--- src/rtl/histogram_ram_ctrl_pkg.sv ---
// Shared types and default sizes for the histogram RAM controller.
// The FSM state encoding lives here so the top and any checkers agree on it.
package histogram_ram_ctrl_pkg;

  localparam int BIN_W_DEF = 10;
  localparam int CNT_W_DEF = 32;

  typedef enum logic [2:0] {
    ST_IDLE    = 3'd0,
    ST_CLEAR   = 3'd1,
    ST_ACCUM   = 3'd2,
    ST_DRAIN   = 3'd3,
    ST_READOUT = 3'd4
  } state_t;

endpackage

--- src/rtl/histogram_ram_ctrl_rmw.sv ---
// Read-modify-write pipeline for histogram accumulation: S0 captures the bin being read,
// S1 adds one (saturating) and writes back, forwarding its own last result to cover same-edge RAM hazards.
module histogram_ram_ctrl_rmw
  import histogram_ram_ctrl_pkg::*;
#(
  parameter int BIN_W = BIN_W_DEF,
  parameter int CNT_W = CNT_W_DEF
) (
  input  logic             clk,
  input  logic             reset,
  input  logic             i_flush,
  input  logic             i_acc,
  input  logic [BIN_W-1:0] i_bin,
  input  logic [CNT_W-1:0] i_q,
  output logic             o_we,
  output logic [BIN_W-1:0] o_addr,
  output logic [CNT_W-1:0] o_data,
  output logic             o_sat
);

  logic             r_a_vld;
  logic [BIN_W-1:0] r_a_bin;
  logic             r_b_vld;
  logic [BIN_W-1:0] r_b_bin;
  logic [CNT_W-1:0] r_b_data;
  logic [CNT_W-1:0] w_base;
  logic [CNT_W-1:0] w_sum;
  logic             w_clamp;

  // Returns {clamped, value+1}; a full counter stays at its maximum.
  function automatic logic [CNT_W:0] sat_inc(input logic [CNT_W-1:0] v);
    logic [CNT_W:0] res;
    if (&v) begin
      res = {1'b1, v};
    end else begin
      res = {1'b0, v + {{(CNT_W-1){1'b0}}, 1'b1}};
    end
    return res;
  endfunction

  // The RAM returns stale data when S1 wrote the same bin on the edge that launched this read.
  always_comb begin
    w_base = i_q;
    if (r_b_vld && (r_b_bin == r_a_bin)) begin
      w_base = r_b_data;
    end else begin
      w_base = i_q;
    end
    {w_clamp, w_sum} = sat_inc(w_base);
  end

  always_ff @(posedge clk) begin
    if (reset) begin
      r_a_vld  <= 1'b0;
      r_a_bin  <= '0;
      r_b_vld  <= 1'b0;
      r_b_bin  <= '0;
      r_b_data <= '0;
    end else begin
      r_a_vld <= i_acc;
      if (i_acc) begin
        r_a_bin <= i_bin;
      end
      r_b_vld  <= i_flush ? 1'b0 : r_a_vld;
      r_b_bin  <= r_a_bin;
      r_b_data <= w_sum;
    end
  end

  assign o_we   = r_a_vld;
  assign o_addr = r_a_bin;
  assign o_data = w_sum;
  assign o_sat  = r_a_vld & w_clamp;

endmodule

--- src/rtl/histogram_ram_ctrl.sv ---
// Per-frame sequencer for the histogram RAM: clear every bin, accumulate pixels through the
// RMW pipeline, drain it, then stream all bins out in order under valid/ready flow control.
module histogram_ram_ctrl
  import histogram_ram_ctrl_pkg::*;
#(
  parameter int BIN_W = BIN_W_DEF,
  parameter int CNT_W = CNT_W_DEF
) (
  input  logic             clk,
  input  logic             reset,
  input  logic             frame_start,
  input  logic             frame_end,
  input  logic             pix_valid,
  input  logic [BIN_W-1:0] pix_bin,
  output logic             pix_ready,
  output logic [BIN_W-1:0] ram_wr_addr,
  output logic [CNT_W-1:0] ram_wr_data,
  output logic             ram_we,
  output logic             ram_ce,
  output logic [BIN_W-1:0] ram_rd_addr,
  input  logic [CNT_W-1:0] ram_q,
  output logic [CNT_W-1:0] hist_data,
  output logic [BIN_W-1:0] hist_bin,
  output logic             hist_valid,
  input  logic             hist_ready,
  output logic             hist_last,
  output logic             busy,
  output logic             sat_flag
);

  localparam logic [BIN_W-1:0] LAST_BIN = {BIN_W{1'b1}};
  localparam logic [BIN_W-1:0] ONE_BIN  = {{(BIN_W-1){1'b0}}, 1'b1};

  state_t           r_state;
  state_t           w_next_state;
  logic [BIN_W-1:0] r_ptr;
  logic             r_drain_cnt;
  logic             r_rd_done;
  logic             r_q_vld;
  logic [BIN_W-1:0] r_hist_bin;
  logic             r_sat;

  logic             w_accept;
  logic             w_drain_exit;
  logic             w_rd_ce;
  logic             w_last_hs;
  logic             w_pipe_we;
  logic [BIN_W-1:0] w_pipe_addr;
  logic [CNT_W-1:0] w_pipe_data;
  logic             w_pipe_sat;

  assign w_accept     = pix_valid && (r_state == ST_ACCUM);
  assign w_drain_exit = (r_state == ST_DRAIN) && r_drain_cnt;
  // A beat stalled at the output freezes the RAM so Q keeps presenting it.
  assign w_rd_ce      = !(r_q_vld && !hist_ready);
  assign w_last_hs    = hist_last && hist_ready;

  histogram_ram_ctrl_rmw #(
    .BIN_W (BIN_W),
    .CNT_W (CNT_W)
  ) u_rmw (
    .clk     (clk),
    .reset   (reset),
    .i_flush (w_drain_exit),
    .i_acc   (w_accept),
    .i_bin   (pix_bin),
    .i_q     (ram_q),
    .o_we    (w_pipe_we),
    .o_addr  (w_pipe_addr),
    .o_data  (w_pipe_data),
    .o_sat   (w_pipe_sat)
  );

  always_comb begin
    w_next_state = r_state;
    case (r_state)
      ST_IDLE:    if (frame_start) w_next_state = ST_CLEAR;   else w_next_state = ST_IDLE;
      ST_CLEAR:   if (r_ptr == LAST_BIN) w_next_state = ST_ACCUM; else w_next_state = ST_CLEAR;
      ST_ACCUM:   if (frame_end) w_next_state = ST_DRAIN;     else w_next_state = ST_ACCUM;
      ST_DRAIN:   if (r_drain_cnt) w_next_state = ST_READOUT; else w_next_state = ST_DRAIN;
      ST_READOUT: if (w_last_hs) w_next_state = ST_IDLE;      else w_next_state = ST_READOUT;
      default:    w_next_state = ST_IDLE;
    endcase
  end

  always_comb begin
    ram_ce      = 1'b0;
    ram_we      = 1'b0;
    ram_wr_addr = '0;
    ram_wr_data = '0;
    ram_rd_addr = '0;
    case (r_state)
      ST_CLEAR: begin
        ram_ce      = 1'b1;
        ram_we      = 1'b1;
        ram_wr_addr = r_ptr;
      end
      ST_ACCUM, ST_DRAIN: begin
        ram_ce      = 1'b1;
        ram_we      = w_pipe_we;
        ram_wr_addr = w_pipe_addr;
        ram_wr_data = w_pipe_data;
        ram_rd_addr = pix_bin;
      end
      ST_READOUT: begin
        ram_ce      = w_rd_ce;
        ram_rd_addr = r_ptr;
      end
      default: begin
        ram_ce = 1'b0;
      end
    endcase
  end

  always_ff @(posedge clk) begin
    if (reset) begin
      r_state     <= ST_IDLE;
      r_ptr       <= '0;
      r_drain_cnt <= 1'b0;
      r_rd_done   <= 1'b0;
      r_q_vld     <= 1'b0;
      r_hist_bin  <= '0;
      r_sat       <= 1'b0;
    end else begin
      r_state     <= w_next_state;
      r_drain_cnt <= (r_state == ST_DRAIN);
      if (w_pipe_sat) begin
        r_sat <= 1'b1;
      end
      case (r_state)
        ST_IDLE: begin
          if (frame_start) begin
            r_sat <= 1'b0;
            r_ptr <= '0;
          end
        end
        ST_CLEAR: r_ptr <= r_ptr + ONE_BIN;
        ST_DRAIN: begin
          r_ptr     <= '0;
          r_rd_done <= 1'b0;
          r_q_vld   <= 1'b0;
        end
        // r_rd_done marks that the final address has been issued.
        ST_READOUT: begin
          if (w_rd_ce) begin
            if (!r_rd_done) begin
              r_q_vld    <= 1'b1;
              r_hist_bin <= r_ptr;
              r_ptr      <= r_ptr + ONE_BIN;
              r_rd_done  <= (r_ptr == LAST_BIN);
            end else begin
              r_q_vld <= 1'b0;
            end
          end
        end
        default: r_ptr <= r_ptr;
      endcase
    end
  end

  assign pix_ready  = (r_state == ST_ACCUM);
  assign busy       = (r_state != ST_IDLE);
  assign sat_flag   = r_sat;
  assign hist_valid = r_q_vld;
  assign hist_bin   = r_hist_bin;
  assign hist_data  = r_q_vld ? ram_q : '0;
  assign hist_last  = r_q_vld && (r_hist_bin == LAST_BIN);

endmodule
--- config.mk ---
export PLATFORM = sky130hd
export DESIGN_NAME = histogram_ram_ctrl
export DESIGN_NICKNAME = d
export VERILOG_FILES = /design/src/rtl/histogram_ram_ctrl_pkg.sv /design/src/rtl/histogram_ram_ctrl_rmw.sv /design/src/rtl/histogram_ram_ctrl.sv
export SDC_FILE = /design/constraint.sdc
export NUM_CORES = 1
export LEC_CHECK = 0
export ABC_AREA = 1
export ABC_CLOCK_PERIOD_IN_PS = 2710
export CAP_MARGIN = 20
export CORE_MARGIN = 2
export CORE_UTILIZATION = 40
export DETAILED_ROUTE_END_ITERATION = 10
export PLACE_DENSITY = 0.82
export REMOVE_ABC_BUFFERS = 1
export SKIP_CTS_REPAIR_TIMING = 1
export SLEW_MARGIN = 20
export SYNTH_ARGS = -nofsm -noshare
export SYNTH_HDL_FRONTEND = slang
export SYNTH_SLANG_ARGS = --single-unit
--- constraint.sdc ---
create_clock -name clk -period 2.71 [get_ports clk]
set_input_delay 0.4065 -clock clk [delete_from_list [all_inputs] [get_ports clk]]
set_output_delay 0.4065 -clock clk [all_outputs]
set_load 0.05 [all_outputs]
==> run metrics, run 1 <==
Synth Area in Compound Gates=0.1007; CTS clock-pin slew for the worst setup and hold paths=0.08 ns; DR iter-0 viols=639; Max-Cap Viols=0; Post-synth EDFFs=0; Metal-1 WL=7920 µm; drt total wl=21,780 µm; switching part of the total=0.3025; Worst path max stage delay=0.34 ns; Hold Fails Final Rpt=0; First-pass DRT Iterations=7; ys async rst share=0; Simple-Gate Fraction of Synth Area=0.4281; DR WL met3=1960 µm; DIE AREA=14,360 µm²; detailed placement HPWL=13,740 µm; Detail Route Antenna Nets=0; Ports=149; clock buffer depth=2; num rows=42; CP max stage cell=dfxtp_2; total number of vias=7,088; largest net degree at the start of global routing=36; global-route wire length before repair=29,570 µm; GR Util All Layers=0.2533; syn avg cell area=5.976 µm²; Cell Area, Synth=5366 µm²; Final Critical Period=3.431 ns; cell repeated most along the worst path=nand2_1; drt wl/cell=16.35 µm; Cells after Synth=898; yosys warns=0; H-tree Lvls=3; gr ovfl total=0; die height=119.8 µm; unrepaired setup endpoints after global routing=yes; largest family of logic cells by synthesized area=simple AND/OR/NAND/NOR gates; gp weighted congestion=0.9591; Clk network pwr share=0.423; Pwr Density=315.3 nW/µm²; Most used DFF post-synth=dfxtp_1; hold path startpoint=sat_flag; Clock Skew=0.01366 ns; Sw Pwr=0.9064 mW; status=complete, but fails checks; post-synthesis xor/xnor area fraction=0.01632; #FFs+latches synth=81; adder-cell share of the synthesized area=0.004663; fmax=291.5 MHz; Placed Cells incl. Taps=1,302; CP Cell Sequence=inv_2, nand2_1, nand2_1, nor2_2, nand2_2, nor2_8, buf_12, buf_4, nand3_1, nand2_2, nand2_2, nor2_2, nand2_1, buf_4, o21ai_0, nand2_1, nor2_1, nor2_2, buf_12; initial antenna violation count=0; vias in the first global route=6,421; Min-Delay Path Class=reg -> reg; share of cells above drive strength 1=0.3832; VDD IR max=0.0002816 V; critical path startpoint category=register; Crit path buffers/inverters=5; failing checks=setup timing; final worst setup slack=-0.7211 ns; relative max-transition margin=0.4766; starting density of the core=0.4068; Via density=5.321; Antenna Cells=0; Final setup viols=33; fin nets=1,201; final core utilization=0.7206; worst slack at placement=-0.3292 ns; CTS tree=yes; fin cells=1,332; cell internal pwr=2.090 mW; drt drc=0; peak fanout along the critical path=5; Period Utilization, post-route=1.266; root buffer cell=clkbuf_16; hold slack=0.4798 ns; worst path required time=2.30 ns; Port Buf Inserts=148; Worst Path Arrival=3.02 ns; critical path class=reg -> out; met2 WL post-DR=10,650 µm; Clock Sinks=81; core box area=13,190 µm²; Critical Path Sink Type=primary output; Netlist cell types=32; Clk Latency, worst-skew pair=0.35 ns; Worst-Margin Slew=0.7842 ns; mux cell area share after synthesis=0; leak pwr=4.520 nW; CP startpoint=u_rmw.o_addr[6]; reg2reg start=u_rmw.o_addr[6]; Comb pwr share=0.165; total power draw=2.997 mW; Chip Width=119.8 µm; Sequential Power Share=0.412; max-slew violation count=0; sequential share of the synthesized area=0.3022; cts bufs inserted=9; Area Overhead vs Synth=77.13%; top layer in use=met4; Top delay family on crit path=simple AND/OR/NAND/NOR gates
## kinds of logic (layout without fill, tap and decap cells)
family          count (synthesis)  count (layout)
simple gates                  525             525
buf+inv                       191             449
compound gates                 89              89
flops                          81              81
xor+xnor                       10              10
fa+ha+maj                       2               2
## cell usage in the layout (no fill, tap or decap), types with 36 or more instances in the layout
cell type,instances
buf_4,132
nand3_1,48
nand2_2,72
nor2_2,36
dfxtp_1,75
nand2_1,225
inv_1,126
nor2_1,72
buf_12,76
clkdlybuf4s50_1,61
## routing by layer
metal  GRT usage  vias up
li1            -     3278
met1      0.2957     3246
met2      0.4346      451
met3     0.05989      113
met4      0.1243        0
met5           0        -
## cell type report
class / count / area [µm²]
clock buffer: 9 / 225.2
clock inverter: 7 / 76.32
fill: 905 / 3685
inverter: 156 / 585.6
multi-input combinational: 626 / 3525
sequential: 81 / 1629
tap: 176 / 220.2
timing repair buffer: 277 / 3244
## cells in the mapped netlist, types with 6 or more instances
master / n / area [µm²]
o21ai_0: 18 / 90.09
inv_2: 8 / 30.03
a21oi_1: 33 / 165.2
nor2_1: 115 / 431.7
buf_6: 9 / 101.4
a211oi_1: 13 / 97.59
dfxtp_1: 81 / 1622
o22ai_1: 11 / 68.82
nor3_1: 10 / 50.05
clkbuf_1: 19 / 71.32
nand2_2: 9 / 56.30
nand3_2: 17 / 170.2
nand2_1: 291 / 1092
nand3b_1: 6 / 45.04
nand3_1: 59 / 295.3
nor2_2: 7 / 43.79
inv_1: 147 / 551.8
xor2_1: 7 / 61.31
o22a_1: 10 / 87.58
## worst paths after layout
path	end	slack (ns)	cells after the start
setup / recovery	ram_wr_data[9]	-0.72	19
hold / removal	sat_flag	0.48	2
setup reg to reg	u_rmw.r_b_data[13]	-0.03	19
hold reg to reg	sat_flag	0.48	2
## metrics by stage
stage | area (µm²) | TNS (ns)
floorplan | 5157 | -79.37
global placement | 8406 | -5.134
detailed placement | 8406 | -8.600
CTS | 8707 | -21.82
global route | 9505 | -25.23
finish | 9505 | -20.22
## power groups by stage
stage / logic, mW / clock network [mW] / registers, mW
after floorplan: 0.184 / 0 / 1.26
after global placement: 0.404 / 0 / 1.26
after detailed placement: 0.410 / 0 / 1.26
after CTS: 0.415 / 1.26 / 1.23
after global routing: 0.524 / 1.30 / 1.24
final: 0.493 / 1.27 / 1.24
## worst min-delay path, cell delays in order, from the launching register on
cell and delay [ns]:
dfxtp_1 0.32, inv_1 0.06, a21oi_1 0.06
## registers in the layout, summed over array words and instances (netlist names)
register        count
u_rmw.r_b_data     32
u_rmw.r_b_bin      10
hist_bin           10
sat_flag            1
u_rmw.r_b_vld       1
r_ptr              10
u_rmw.o_addr       10
hist_valid          1
u_rmw.o_we          1
r_state             3
r_drain_cnt         1
r_rd_done           1
Note: power is estimated with default switching activity, not from simulation.
==> inputs of run 2 (changes only) <==
--- a/config.mk
+++ b/config.mk
@@ -9,9 +9,9 @@
 export ABC_CLOCK_PERIOD_IN_PS = 2710
 export CAP_MARGIN = 20
 export CORE_MARGIN = 2
-export CORE_UTILIZATION = 40
+export CORE_UTILIZATION = 35
 export DETAILED_ROUTE_END_ITERATION = 10
-export PLACE_DENSITY = 0.82
+export PLACE_DENSITY = 0.75
 export REMOVE_ABC_BUFFERS = 1
 export SKIP_CTS_REPAIR_TIMING = 1
 export SLEW_MARGIN = 20
==> run metrics, run 2 (synthesis gave the netlist of run 1 again) <==
detailed placement HPWL=13,860 µm (+0.87%); Crit path buffers/inverters=6 (+1); Max-Cap Viols=0 (unchanged); Detail Route Antenna Nets=0 (unchanged); number of fill cells=1,187 (+31%); Top delay family on crit path=simple AND/OR/NAND/NOR gates; max-slew violation count=0 (unchanged); Min-Delay Path Class=reg -> reg; gr ovfl total=0 (unchanged); status=complete, but fails checks; Final Critical Period=3.437 ns (+0.005630 ns); CTS tree=yes; Critical Path Sink Type=primary output; total number of vias=6,789 (-4.2%); drt total wl=20,580 µm (-5.5%); peak fanout along the critical path=6 (+1); unrepaired setup endpoints after global routing=yes; clock buffer depth=2 (unchanged); fmax=291.0 MHz (-0.16%); leading cell type in the layout, fill and taps excluded=nand2_1; worst setup path endpoint=ram_wr_data[11]; H-tree Lvls=3 (unchanged); Port Buf Inserts=148 (unchanged); CP Cell Sequence=inv_2, nand2_1, nand2_2, nor2_2, nand2_2, nor2_8, buf_4, clkbuf_16, nand3_1, nand2_1, nand2_1, nor2_2, nand2_2, inv_1, nand2_4, nor2_4, nor2_2, nor2_1, buf_4, buf_12; fin nets=1,204 (+0.25%); largest register by flop count=u_rmw.r_b_data; drt wl/cell=15.28 µm (-6.5%); CP startpoint=u_rmw.o_addr[4]; Clock Skew=0.01116 ns (-0.002500 ns); failing checks=setup timing; Worst Path Arrival=3.03 ns (about the same); worst path required time=2.30 ns (about the same); DIE AREA=16,340 µm² (+14%); reg-to-reg slack, setup=0.03 ns (+0.06 ns); root buffer cell=clkbuf_16; Worst-Margin Slew=0.7397 ns (-0.04452 ns); Clk Latency, worst-skew pair=0.36 ns (about the same); Via density=5.040 (-5.3%); hold slack=0.4584 ns (-0.02132 ns); First-pass DRT Iterations=5 (-2); Worst path depth=20 (+1); post-route cell area=9648 µm² (+1.5%); initial antenna violation count=0 (unchanged); CTS clock-pin slew for the worst setup and hold paths=0.07 ns (about the same); Final setup viols=32 (-3.0%); die height=127.8 µm (+6.7%); Pwr Density=303.5 nW/µm² (-3.7%); Chip Width=127.8 µm (+6.7%); reg2reg start=u_rmw.o_addr[4]; Antenna Cells=0 (unchanged); final worst setup slack=-0.7267 ns (-0.005630 ns); CP max stage cell=dfxtp_2; commonest cells after routing, fill and taps aside=nand2_1, inv_1, buf_4, buf_12, nor2_1; DR iter-0 viols=490 (-23%); VDD IR max=0.0002965 V (+5.3%); leak pwr=4.601 nW (+1.8%); Hold Fails Final Rpt=0 (unchanged); Area Overhead vs Synth=79.79%; Ports=149 (unchanged); num rows=45 (+7.1%); drt drc=0 (unchanged); Worst path max stage delay=0.34 ns (about the same); core box area=15,090 µm² (+14%); cts bufs inserted=9 (unchanged); largest net degree at the start of global routing=37 (+2.8%); total power draw=2.928 mW (-2.3%); starting density of the core=0.3556 (-0.05121); critical path class=reg -> out; share of cells above drive strength 1=0.3581 (-0.02515); GR Util All Layers=0.2191 (-0.03420); FF-to-FF path depth=22 (+3); critical path startpoint category=register; max reg flops=32 (unchanged); r2r endpoint=u_rmw.r_b_data[16]; placement-stage cell area=8496 µm² (+1.1%); Clock Sinks=81 (unchanged); vias in the first global route=6,152 (-4.2%); Period Utilization, post-route=1.268 (+0.002077); global-route wire length before repair=28,950 µm (-2.1%); relative max-transition margin=0.5051 (+0.02843); final setup TNS=-19.45 ns (+0.7637 ns); gp weighted congestion=0.9551 (-0.42%)
run 2: cell types whose count changed in the layout (fill, tap and decap cells not counted), moves of 8 or more:
| cell | change |
|---|---|
| buf_12 | +12 |
| buf_4 | -22 |
| buf_6 | +8 |
| nand2_1 | +29 |
| nand2_2 | -29 |
| nor2_1 | +8 |
| o22ai_1 | -8 |
| o22ai_2 | +8 |
run 2: final cells by class:
class                      instances  area (µm²)  share of cell area
multi-input combinational        626        3387              0.3511
inverter                         156       588.1             0.06095
timing repair buffer             280        3515              0.3643
clock buffer                      10       239.0             0.02477
sequential                        81        1630              0.1690
clock inverter                     6       53.80            0.005576
tap                              188       235.2             0.02438
run 2: worst register-to-register path, cell delays in order (launching register included):
cell and delay (ns):
dfxtp_2 0.34, inv_2 0.04, nand2_1 0.07, nand2_2 0.06, nor2_2 0.10, nand2_2 0.10, nor2_8 0.19, buf_4 0.16
clkbuf_16 0.13, nand3_1 0.10, nand2_1 0.11, nand2_1 0.11, nor2_2 0.14, nand2_2 0.10, inv_1 0.14, nand2_4 0.08
buf_4 0.14, nand2_2 0.05, nand3_2 0.11, buf_6 0.13, buf_4 0.12, nand2_2 0.04, inv_1 0.03
run 2: worst min-delay path by stage:
stage | endpoint | from | depth (start not counted)
after detailed placement | sat_flag | sat_flag | 2
after CTS | sat_flag | sat_flag | 2
after global placement | sat_flag | sat_flag | 2
after floorplan | u_rmw.r_b_bin[0] | u_rmw.o_addr[0] | 2
final | sat_flag | sat_flag | 2
after global routing | sat_flag | sat_flag | 2
run 2: stage by stage:
| step | setup slack [ns] | utilization | instances |
|---|---|---|---|
| 2_1_floorplan | -1.452 | - | 863 |
| 3_3_place_gp | -0.2386 | 0.5630 | 1304 |
| 6_report | -0.7267 | 0.6394 | 1347 |
| 5_1_grt | -0.9040 | 0.6394 | 1347 |
| 4_1_cts | -0.7036 | 0.5824 | 1320 |
| 3_5_place_dp | -0.3111 | 0.5630 | 1304 |
run 2: power by group:
group / internal (mW) / leakage, nW / switching [mW]
clock: 0.666 / 0.142 / 0.558
sequential: 1.22 / 0.665 / 0.0126
combinational: 0.208 / 3.79 / 0.262
run 2: per-layer routing:
metal / global-route usage / part of all wire / vias up
met5: 0 / 0 / -
met4: 0.09244 / 0.042 / 0
met3: 0.04967 / 0.085 / 74
met2: 0.3699 / 0.48 / 335
met1: 0.2687 / 0.39 / 3099
li1: - / - / 3281
